## src/rtl/cpu_run_controller_pkg.sv

```systemverilog
// Shared types for the CPU run controller: run-state encoding and
// fixed-width vector aliases used across the controller files.
package global_types;

    typedef logic [15:0] logic16;
    typedef logic [31:0] logic32;

    // Encodings are visible on the debug LEDs, so they are fixed
    typedef enum logic [1:0] {
        HALTED = 2'd0,
        RUN    = 2'd1,
        BURST  = 2'd2,
        BREAK  = 2'd3
    } run_state_t;

endpackage

```

## src/rtl/cpu_run_controller_pulse_divider.sv

```systemverilog
// Rate divider for RUN/BURST: while enabled, asserts tick once every
// RUN_DIV enabled cycles. Clear restarts the count from zero.
import global_types::*;

module pulse_divider #(
    parameter logic [31:0] RUN_DIV = 32'd50_000_000
) (
    input  logic clock,
    input  logic reset,
    input  logic clear,
    input  logic enable,
    output logic tick
);

    logic32 count;

    assign tick = enable && !clear && (count == RUN_DIV - 32'd1);

    // Count enabled cycles, wrapping to zero on the cycle that ticks
    always_ff @(posedge clock or posedge reset) begin
        if (reset) begin
            count <= '0;
        end else if (clear) begin
            count <= '0;
        end else if (enable) begin
            count <= tick ? '0 : count + 32'd1;
        end
    end

endmodule

```

## src/rtl/cpu_run_controller.sv

```systemverilog
// Execution controller for the MIPS core: issues one-cycle cpu_en pulses
// for single-step, free-run and counted-burst modes.
// Optional feature macro: RUN_CTRL_BREAKPOINT_EN enables the PC breakpoint
// compare and the BREAK state; without it bp_addr/bp_valid are ignored.
import global_types::*;

module cpu_run_controller #(
    parameter logic [31:0] RUN_DIV = 32'd50_000_000
) (
    input  logic        clock,
    input  logic        reset,
    input  logic        step_btn,
    input  logic        run_sw,
    input  logic        halt,
    input  logic        burst_start,
    input  logic [15:0] burst_count,
    input  logic [31:0] pc,
    input  logic [31:0] bp_addr,
    input  logic        bp_valid,
    output logic        cpu_en,
    output logic [1:0]  run_state,
    output logic        bp_hit,
    output logic [31:0] retired
);

    run_state_t state;
    logic16     remaining;
    logic       step_prev;
    logic       step_edge;
    logic       bp_match;
    logic       running;
    logic       div_clear;
    logic       div_enable;
    logic       tick;
    logic       issue;

`ifdef RUN_CTRL_BREAKPOINT_EN
    assign bp_match = bp_valid && (pc == bp_addr);
`else
    // Breakpoint inputs stay on the port list but have no effect
    logic unused_bp;
    assign unused_bp = ^{pc, bp_addr, bp_valid};
    assign bp_match  = 1'b0;
`endif

    assign step_edge  = step_btn && !step_prev;
    assign running    = (state == RUN) || (state == BURST);
    // Divider sits at zero whenever we are not running, so entering
    // RUN/BURST always starts a fresh RUN_DIV interval
    assign div_clear  = !running;
    assign div_enable = running && !halt && !bp_match;

    pulse_divider #(
        .RUN_DIV (RUN_DIV)
    ) u_div (
        .clock  (clock),
        .reset  (reset),
        .clear  (div_clear),
        .enable (div_enable),
        .tick   (tick)
    );

    // A pulse is issued on a step edge from HALTED/BREAK, or on a divider tick
    always_comb begin
        issue = 1'b0;
        case (state)
            HALTED:    issue = step_edge;
            RUN,
            BURST:     issue = tick;
            BREAK:     issue = step_edge;
            default:   issue = 1'b0;
        endcase
    end

    assign run_state = state;

    // Retired-instruction counter, advancing together with cpu_en
    always_ff @(posedge clock or posedge reset) begin
        if (reset) begin
            retired <= '0;
        end else if (issue) begin
            retired <= retired + 32'd1;
        end
    end

    // Run-mode FSM with registered cpu_en and bp_hit
    always_ff @(posedge clock or posedge reset) begin
        if (reset) begin
            state     <= HALTED;
            cpu_en    <= 1'b0;
            bp_hit    <= 1'b0;
            remaining <= '0;
            step_prev <= 1'b0;
        end else begin
            step_prev <= step_btn;
            cpu_en    <= issue;
            case (state)
                HALTED: begin
                    if (step_edge) begin
                        state <= HALTED;
                    end else if (burst_start && (burst_count != 16'd0)) begin
                        remaining <= burst_count;
                        state     <= BURST;
                    end else if (run_sw) begin
                        state <= RUN;
                    end
                end
                RUN: begin
                    if (halt) begin
                        state <= HALTED;
                    end else if (bp_match) begin
                        state  <= BREAK;
                        bp_hit <= 1'b1;
                    end else if (!tick && !run_sw) begin
                        state <= HALTED;
                    end
                end
                BURST: begin
                    if (halt) begin
                        state     <= HALTED;
                        remaining <= '0;
                    end else if (bp_match) begin
                        state  <= BREAK;
                        bp_hit <= 1'b1;
                    end else if (tick) begin
                        remaining <= remaining - 16'd1;
                        if (remaining == 16'd1) begin
                            state <= HALTED;
                        end
                    end
                end
                BREAK: begin
                    // Any exit from BREAK drops the unfinished burst
                    if (step_edge || !run_sw || halt) begin
                        state     <= HALTED;
                        bp_hit    <= 1'b0;
                        remaining <= '0;
                    end
                end
                default: begin
                    state <= HALTED;
                end
            endcase
        end
    end

endmodule

```

## config.mk

```make
export PLATFORM = sky130hd
export DESIGN_NAME = cpu_run_controller
export DESIGN_NICKNAME = d
export VERILOG_FILES = /design/src/rtl/cpu_run_controller_pkg.sv /design/src/rtl/cpu_run_controller_pulse_divider.sv /design/src/rtl/cpu_run_controller.sv
export SDC_FILE = /design/constraint.sdc
export NUM_CORES = 1
export LEC_CHECK = 0
export ABC_AREA = 0
export CORE_MARGIN = 10
export CORE_UTILIZATION = 49
export CTS_CLUSTER_SIZE = 40
export DETAILED_ROUTE_END_ITERATION = 8
export PLACE_DENSITY = 0.86
export REMOVE_ABC_BUFFERS = 1
export SYNTH_ARGS = -nofsm -noshare
export SYNTH_HDL_FRONTEND = slang
export SYNTH_SLANG_ARGS = --single-unit
export TNS_END_PERCENT = 1
```

## constraint.sdc

```tcl
create_clock -name clock -period 3.26 [get_ports clock]
set_input_delay 0.652 -clock clock [delete_from_list [all_inputs] [get_ports clock]]
set_output_delay 0.652 -clock clock [all_outputs]
set_load 0.005 [all_outputs]
```

==> flow_summary.yaml, run 1 <==
synthesis:
  synth_largest_type_area_fraction_pct: 45.80
  synthesis.area_um2: 4589
  synth_cell_type_count: 55
  synth_seq_area_share_pct: 45.80
  share_of_flip_flops_with_an_asynchronous_set_or_reset_pct: 100.0
  synth_cells: 501
  synth-edff-count: 0
  yosys-top-cells-area: "dfrtp_1 (46%), o21ai_0 (5.9%), xnor2_1 (4.8%)"
  synth_area_leader_cell: "dfrtp_1"
  ys_dominant_reg_cell: "dfrtp_1"
  synth.yosys.warnings: 0
  avg_synthesized_cell_area_um2: 9.160
  yosys_register_bits: 84
floorplan:
  placementRows: 35
  fp.dieArea_um2: 13640
  number_of_primary_i_o_pins: 123
  die-height_um: 116.8
  floorplan.die.width_um: 116.8
  initial_core_util_pct: 49.90
  core_um2: 9196
cells_and_area:
  layout_commonest_cell: "dfrtp_1"
  drive_gt1_share_pct: 6.952
  mostFrequentLayoutCells: "dfrtp_1 (84), clkdlybuf4s50_1 (56), o21ai_0 (54), nand2_1 (46)"
  count_of_inserted_antenna_diode_cells: 0
  syn_to_final_growth_pct: 19.68
  nets: 652
  ff_latch_area_um2: 2102
  multi_input_area_um2: 2347
  final_cell_count_no_fill: 672
  fillers: 757
setup_path:
  crit-reg2reg-launch: "run_state[0]"
  path_max_fanout: 16
  crit_path_end: "u_div.count[11]"
  worst-endpoint-arrival_ns: 2.99
  max_stage_delay_ns: 0.61
  critPathLaunchType: "flop"
  worst_r2r_path_depth: 9
  critical_setup_path_kind: "reg2reg"
  timing.critical_path.required_ns: 3.50
  reg2reg_setup_slack_ns: 0.51
  cp_slowest_cell: "a311o_1"
  r2r_end: "u_div.count[11]"
  timing.critical_path.cells: "inv_1 > ha_1 > and4b_1 > and4_1 > a311o_1 > buf_4 > a31oi_1 > o21ai_0 > o31ai_1"
  endpoint_kind: "flop"
  critPathLaunch: "run_state[0]"
timing:
  max_slew_margin_pct: 52.35
  report.final.slew_viol_count: 0
  clock-skew-final_ns: 0.01611
  period_minus_ws_final_ns: 2.754
  finalCritPeriodShare_pct: 84.48
  worst-slew-pin-transition_ns: 0.7147
  setup-violations-final: 0
  hold_violations: 0
  timing.setup.tns_ns: 0
  rsz0062_at_grt: "false"
  clock.fmax_mhz: 363.1
global_route:
  number_of_antenna_violations_at_the_first_check_in_global_routing: 0
  grt_start_max_net_pins: 71
  first_global_vias: 4025
  grt.total_usage_pct: 17.16
  grt.overflow.total: 0
  first_pass_grt_wire_length_um: 19300
detailed_routing:
  drt_first_iter_violations: 502
  drt_wl_total_um: 11410
  ant_nets: 0
  num_vias: 4204
  drt_pre_antenna_iters: 7
  post_drt_wl_per_cell_um: 16.97
  via_density_per_instance: 6.256
  drc_errors: 0
clocking:
  path_clk_slew_ns: 0.09
  post_cts_buffers: 0
  root_cell_of_the_clock_tree: "clkbuf_8"
  tritoncts.num_buffers: 9
  worstSkewPairLatency_ns: 0.36
  cts-htree-levels: 3
  cts_hold_buffers: 0
  cts.sinks: 84
  cts.path.max_buffers: 2
  cts_resized: 0
  tritoncts: "done"
power_and_ir_drop:
  p_leak_nw: 2.279
  pwr_density_cell_nw_per_um2: 605.1
  vdd.ir_drop.worst_mv: 0.2593
min_path:
  hold_start: "retired[31]"
  hp-class: "reg2reg"
placed_design:
  dpl.hpwl_um: 8017
  place.gp.congestion: 0.8890
  placement.io_buffers: 56
  dp.cells: 656
flow_run:
  cap_violations: 0
outcome:
  run_status: "complete, no violations"
power breakdown:
part	total, W	internal (W)	switching [W]	leakage (nW)
clock	0.000776	0.000366	0.000410	0.0984
combinational	0.00118	0.000480	0.000703	1.05
sequential	0.00136	0.00119	0.000171	1.13
flip-flops by register name (all words and copies together), names as in the netlist:
signal	flops
run_state	2
remaining	16
retired	32
cpu_en	1
u_div.count	32
step_prev	1
metal layers:
metal  track usage (%)  part of all wire [%]
met1             21.56                    41
met2             28.42                    50
met3             3.466                   7.5
met4             6.672                   1.7
met5                 0                     0
area by class of cell:
cell class | instances | area share (%)
multi-input cells | 383 | 42.73
flip-flops and latches | 84 | 38.27
repair buffers | 67 | 11.94
well taps | 111 | 2.528
clock buffers | 9 | 2.255
clock inverters | 7 | 1.503
inverters | 11 | 0.7745
worst min path at each step:
| stage | end | depth (start not counted) |
|---|---|---|
| floorplan | u_div.count[17] | 1 |
| global placement | retired[31] | 1 |
| detailed placement | retired[31] | 1 |
| CTS | retired[31] | 1 |
| global route | retired[31] | 1 |
| finish | retired[31] | 1 |
stage by stage:
| stage | hold WS [ns] | utilization, % | setup WS (ns) | total power (W) | area, µm² |
|---|---|---|---|---|---|
| after floorplan | 0.4555 | - | 0.3822 | 0.002107 | 4491 |
| after global placement | 0.4548 | 57.48 | 0.3711 | 0.002487 | 5286 |
| after detailed placement | 0.4644 | 57.48 | 0.3262 | 0.002536 | 5286 |
| after CTS | 0.4805 | 59.73 | 0.5504 | 0.003315 | 5493 |
| after global routing | 0.5153 | 59.73 | 0.2643 | 0.003533 | 5493 |
| final | 0.4700 | 59.73 | 0.5058 | 0.003324 | 5493 |
worst max-delay path: cells and delay by family, from the launching register on:
family / cells / cell delay [ns]
compound gates: 4 / 0.93
simple gates: 2 / 0.46
flops: 1 / 0.44
buf+inv: 2 / 0.43
fa+ha+maj: 1 / 0.39
synth_stat cells, drive strengths merged, types with 3 or more instances:
| cell type | number |
|---|---|
| dfrtp | 84 |
| o21ai | 55 |
| nand2 | 46 |
| a21oi | 26 |
| nand3 | 26 |
| nor2 | 26 |
| xnor2 | 25 |
| a31oi | 21 |
| nand4 | 19 |
| clkbuf | 15 |
| nor3 | 15 |
| and3 | 12 |
| and2 | 11 |
| and4 | 11 |
| inv | 11 |
| a22oi | 10 |
| nor4 | 10 |
| ha | 9 |
| buf | 8 |
| xor2 | 8 |
| or3 | 7 |
| nor2b | 5 |
| or4 | 5 |
| o22ai | 4 |
| o31ai | 4 |
| nand2b | 3 |
| nor4b | 3 |
kinds of logic (layout without fill, tap and decap cells):
| family | count (synthesis) | count (layout) | share of synthesized area, % |
|---|---|---|---|
| fa+ha+maj | 9 | 9 | 2.454 |
| other cells | 1 | 1 | 0.08171 |
| buf+inv | 34 | 94 | 3.053 |
| xor+xnor | 33 | 33 | 6.298 |
| compound gates | 132 | 132 | 16.79 |
| mux | 3 | 3 | 0.7088 |
| flops | 84 | 84 | 45.80 |
| simple gates | 205 | 205 | 24.81 |
(Power assumes the default switching activity.)
==> run 2, diff against run 1 <==
==> constraint.sdc (replaced) <==
create_clock -name clock -period 2.75 [get_ports clock]
set_input_delay 0.55 -clock clock [delete_from_list [all_inputs] [get_ports clock]]
set_output_delay 0.55 -clock clock [all_outputs]
set_load 0.005 [all_outputs]
==> run 2 against run 1 <==
Net effect: global-route usage is 0.53 points higher; core utilization is 1.2 points higher; cell area is 2.1% higher; power is 22% higher; die area stayed put; fmax is 8.9% higher; critical path depth stayed put; clock power is 19% higher; first-iteration DRC count is 11% lower; worst hold slack better by 0.0066 ns; critical endpoint is now retired[9].
==> flow_summary.yaml, run 2 (synthesized netlist as in run 1, its figures left out) <==
outcome:
  run_status: "complete, no violations"
clocking:
  tritoncts: "done"
  worstSkewPairLatency_ns: 0.36
  cts-htree-levels: 3
  cts.sinks: 84
  cts.path.max_buffers: 2
  cts_resized: 0
  root_cell_of_the_clock_tree: "clkbuf_8"
  cts_hold_buffers: 0
  post_cts_buffers: 0
  tritoncts.num_buffers: 9
  path_clk_slew_ns: 0.10
setup_path:
  worst_path_most_repeated_cell: "and4_1"
  path_max_fanout: 8
  max_stage_delay_ns: 0.44
  critPathLaunchType: "flop"
  reg2reg_setup_slack_ns: 0.22
  critical_setup_path_kind: "reg2reg"
  r2r_end: "retired[9]"
  timing.critical_path.cells: "inv_1 > ha_1 > and4b_1 > and4_1 > a31oi_1 > nor3_2 > buf_4 > and4_1 > xor2_1"
  endpoint_kind: "flop"
  cp_slowest_cell: "dfrtp_1"
  worst_r2r_path_depth: 9
  worst-endpoint-arrival_ns: 2.81
  timing.critical_path.required_ns: 3.03
  crit-reg2reg-launch: "run_state[0]"
global_route:
  grt_start_max_net_pins: 32
  grt.total_usage_pct: 17.69
  first_global_vias: 4249
  grt.overflow.total: 0
  first_pass_grt_wire_length_um: 19890
  number_of_antenna_violations_at_the_first_check_in_global_routing: 0
timing:
  clock-skew-final_ns: 0.01218
  finalCritPeriodShare_pct: 91.99
  clock.fmax_mhz: 395.3
  report.final.slew_viol_count: 0
  period_minus_ws_final_ns: 2.530
  worst-slew-pin-transition_ns: 0.5797
  setup-violations-final: 0
  rsz0062_at_grt: "false"
  hold_violations: 0
  max_slew_margin_pct: 61.06
  final.hold.worst_slack_ns: 0.4765
placed_design:
  placement_stage_cell_area_um2: 5396
  placement.io_buffers: 56
  place.gp.congestion: 0.8826
  dpl.hpwl_um: 8508
floorplan:
  die-height_um: 116.8
  number_of_primary_i_o_pins: 123
  core_um2: 9196
  fp.dieArea_um2: 13640
  initial_core_util_pct: 49.90
  placementRows: 35
  floorplan.die.width_um: 116.8
min_path:
  whs_path_depth: 1
  hold_start: "retired[31]"
  worst_hold_path_ep: "retired[31]"
  hp-class: "reg2reg"
detailed_routing:
  via_density_per_instance: 6.283
  dr.max_layer_used: "met4"
  routed_wl_met2_um: 5835
  drt_first_iter_violations: 447
  wl_met1_um: 4782
  drt_wl_total_um: 11760
  ant_nets: 0
  drc_errors: 0
  met3WireLength_um: 845
  post_drt_wl_per_cell_um: 17.16
  drt_pre_antenna_iters: 5
  num_vias: 4304
cells_and_area:
  layout_top_registers: "retired x32, u_div.count x32, remaining x16"
  final_design_area_no_fill_um2: 5607
  nets: 665
  final_core_util_pct: 60.97
  mostFrequentLayoutCells: "dfrtp_1 (84), clkdlybuf4s50_1 (56), o21ai_0 (54), nand2_1 (46)"
  count_of_inserted_antenna_diode_cells: 0
  layout_commonest_cell: "dfrtp_1"
  syn_to_final_growth_pct: 22.16
  drive_gt1_share_pct: 9.408
power_and_ir_drop:
  p_leak_nw: 2.350
  vdd.ir_drop.worst_mv: 0.3968
  pwr_density_cell_nw_per_um2: 724.5
flow_run:
  cap_violations: 0
run 2: worst max-delay path by stage:
| stage | startpoint | end | slack [ns] | cells past startpoint |
|---|---|---|---|---|
| floorplan | run_state[0] | remaining[11] | -0.13 | 8 |
| global placement | burst_count[10] | run_state[0] | 0.04 | 7 |
| detailed placement | halt | retired[14] | 0.06 | 7 |
| CTS | run_state[0] | retired[9] | 0.15 | 9 |
| global route | run_state[0] | run_state[0] | 0.04 | 7 |
| finish | run_state[0] | retired[9] | 0.22 | 9 |
run 2: power by group:
part / switching [W] / leakage (nW) / internal, W
Clock: 0.000489 / 0.103 / 0.000434
Sequential: 0.000203 / 1.13 / 0.00141
Combinational: 0.000879 / 1.12 / 0.000642
Total: 0.00157 / 2.35 / 0.00249
run 2: area by class of cell:
cell class,count,area (µm²)
inverters,11,42.54
fillers,734,3590
clock inverters,7,80.08
flip-flops and latches,84,2102
repair buffers,80,765.7
well taps,111,138.9
multi-input cells,383,2354
clock buffers,9,123.9
run 2: routing by layer:
layer,vias to the layer above,GRT usage (%)
li1,1992,-
met1,2090,21.21
met2,188,30.15
met3,34,3.772
met4,0,7.331
met5,-,0
run 2: through the flow:
step	setup WS (ns)	std cells	setup TNS, ns	power (W)
2_1_floorplan	-0.1278	478	-1.870	0.002498
3_5_place_dp	0.06120	669	0	0.003117
5_1_grt	0.04065	685	0	0.004318
3_3_place_gp	0.04044	669	0	0.003036
4_1_cts	0.1481	685	0	0.004054
6_report	0.2203	685	0	0.004062
run 2: critical path: cells and delay by family (launching register included):
kind	cells	cell delay (ns)
flops	1	0.44
buf+inv	2	0.31
compound gates	1	0.18
fa+ha+maj	1	0.39
xor+xnor	1	0.16
simple gates	4	0.96
==> run 3, diff against run 2 <==
--- a/config.mk
+++ b/config.mk
@@ -6,12 +6,14 @@
 export NUM_CORES = 1
 export LEC_CHECK = 0
 export ABC_AREA = 0
+export CAP_MARGIN = 20
 export CORE_MARGIN = 10
 export CORE_UTILIZATION = 49
 export CTS_CLUSTER_SIZE = 40
 export DETAILED_ROUTE_END_ITERATION = 8
 export PLACE_DENSITY = 0.86
 export REMOVE_ABC_BUFFERS = 1
+export SKIP_LAST_GASP = 1
 export SYNTH_ARGS = -nofsm -noshare
 export SYNTH_HDL_FRONTEND = slang
 export SYNTH_SLANG_ARGS = --single-unit
==> run 3 against run 2 <==
Net effect: register-to-register slack got worse by 0.07 ns; clock power barely moved; largest power group unchanged; critical path type unchanged; die area did not move; first-iteration DRC count fell by 7.6%; global-route usage did not move; critical endpoint unchanged.
==> flow_summary.yaml, run 3 (synthesized netlist as in run 1, its figures left out) <==
outcome:
  run_status: "complete, no violations"
cells_and_area:
  fillers: 736
  multi_input_area_um2: 2349
  final_core_util_pct: 60.91
  drive_gt1_share_pct: 9.233
  count_of_inserted_antenna_diode_cells: 0
  mostFrequentLayoutCells: "dfrtp_1 (84), clkdlybuf4s50_1 (56), o21ai_0 (54), nand2_1 (46)"
  final_cell_count_no_fill: 685
  syn_to_final_growth_pct: 22.06
  layout_commonest_cell: "dfrtp_1"
  layout_top_registers: "retired x32, u_div.count x32, remaining x16"
  final_design_area_no_fill_um2: 5602
  ff_latch_area_um2: 2102
  nets: 665
timing:
  clock-skew-final_ns: 0.01289
  hold_violations: 0
  clock.fmax_mhz: 385.3
  setup-violations-final: 0
  period_minus_ws_final_ns: 2.595
  worst-slew-pin-transition_ns: 0.5804
  report.final.slew_viol_count: 0
  finalCritPeriodShare_pct: 94.38
  rsz0062_at_grt: "true"
  max_slew_margin_pct: 61.01
power_and_ir_drop:
  switching_share_pct: 38.55
  power_share_of_the_combinational_group_pct: 37.4
  vdd.ir_drop.worst_mv: 0.3950
  pwr_density_cell_nw_per_um2: 723.6
  p_leak_nw: 2.349
  sequentialPowerShare_pct: 39.8
  power_switching_w: 0.001562
  internal-power_w: 0.002491
  power_frac_clock_pct: 22.7
clocking:
  tritoncts: "done"
  path_clk_slew_ns: 0.10
  cts-htree-levels: 3
  cts_resized: 0
  worstSkewPairLatency_ns: 0.35
  cts_hold_buffers: 0
  root_cell_of_the_clock_tree: "clkbuf_8"
  post_cts_buffers: 0
  cts.sinks: 84
  tritoncts.num_buffers: 9
  cts.path.max_buffers: 2
detailed_routing:
  num_vias: 4309
  post_drt_wl_per_cell_um: 17.13
  drt_first_iter_violations: 413
  drt_pre_antenna_iters: 5
  ant_nets: 0
  via_density_per_instance: 6.291
  drt_wl_total_um: 11730
  drc_errors: 0
placed_design:
  dp.cells: 669
  placement.io_buffers: 56
  place.gp.congestion: 0.8826
  dpl.hpwl_um: 8508
  placement_stage_cell_area_um2: 5396
global_route:
  grt.overflow.total: 0
  first_global_vias: 4249
  grt.total_usage_pct: 17.69
  grt_start_max_net_pins: 32
  first_pass_grt_wire_length_um: 19890
  number_of_antenna_violations_at_the_first_check_in_global_routing: 0
min_path:
  worst_hold_path_ep: "retired[31]"
  hold_start: "retired[31]"
  hp-class: "reg2reg"
  whs_path_depth: 1
setup_path:
  timing.critical_path.required_ns: 3.02
  r2r_end: "retired[9]"
  path_max_fanout: 8
  crit-reg2reg-launch: "run_state[0]"
  worst_r2r_path_depth: 9
  critical_setup_path_kind: "reg2reg"
  critPathLaunchType: "flop"
  reg2reg_setup_slack_ns: 0.15
  worst-endpoint-arrival_ns: 2.87
  endpoint_kind: "flop"
floorplan:
  floorplan.die.width_um: 116.8
  core_um2: 9196
  die-height_um: 116.8
  number_of_primary_i_o_pins: 123
  fp.dieArea_um2: 13640
  initial_core_util_pct: 49.90
  placementRows: 35
flow_run:
  cap_violations: 0
[run 3: cell counts in the layout (fill, tap and decap cells not counted)]
No cell type changed its count.
[run 3: per-layer routing]
layer | share of wire, % | track usage, % | wire (µm) | up-vias
met1 | 40 | 21.21 | 4702 | 2099
li1 | - | - | - | 1987
met5 | 0 | 0 | 0 | -
met4 | 2.4 | 7.331 | 281 | 0
met2 | 50 | 30.15 | 5892 | 189
met3 | 7.3 | 3.772 | 856 | 34
[run 3: stage by stage]
step / hold slack, ns / TNS, ns / setup WS (ns) / power [W]
floorplan: 0.4555 / -1.870 / -0.1278 / 0.002498
global placement: 0.4550 / 0 / 0.04044 / 0.003036
detailed placement: 0.4727 / 0 / 0.06120 / 0.003117
CTS: 0.4857 / 0 / 0.1481 / 0.004054
global route: 0.5042 / -0.05348 / -0.04362 / 0.004316
finish: 0.4765 / 0 / 0.1547 / 0.004053
[run 3: how the worst max path moves through the flow]
| stage | cells after the start | endpoint | slack [ns] | from |
|---|---|---|---|---|
| after floorplan | 8 | remaining[11] | -0.13 | run_state[0] |
| after global placement | 7 | run_state[0] | 0.04 | burst_count[10] |
| after detailed placement | 7 | retired[14] | 0.06 | halt |
| after CTS | 9 | retired[9] | 0.15 | run_state[0] |
| after global routing | 9 | retired[9] | -0.04 | run_state[0] |
| final | 9 | retired[9] | 0.15 | run_state[0] |
[run 3: final cells by class]
| type | count | share of cell area, % |
|---|---|---|
| Tap cell | 111 | 2.479 |
| Multi-Input combinational cell | 383 | 41.93 |
| Inverter | 11 | 0.7594 |
| Sequential cell | 84 | 37.53 |
| Timing Repair Buffer | 80 | 13.67 |
| Clock buffer | 9 | 2.211 |
| Clock inverter | 7 | 1.430 |
[run 3: power by group through the flow]
stage / Clock, W / Sequential (W) / Combinational (W)
2_1_floorplan: 0 / 0.00159 / 0.000906
3_3_place_gp: 0 / 0.00162 / 0.00142
3_5_place_dp: 0 / 0.00163 / 0.00149
4_1_cts: 0.000943 / 0.00161 / 0.00150
5_1_grt: 0.000990 / 0.00164 / 0.00169
6_report: 0.000921 / 0.00162 / 0.00152
[run 3: worst max-delay path, stage by stage, from the launching register on]
cell	delay, ns
dfrtp_1	0.44
inv_1	0.11
ha_1	0.39
and4b_1	0.21
and4_1	0.24
a31oi_1	0.17
nor3_1	0.35
buf_4	0.23
and4_1	0.22
xor2_1	0.16
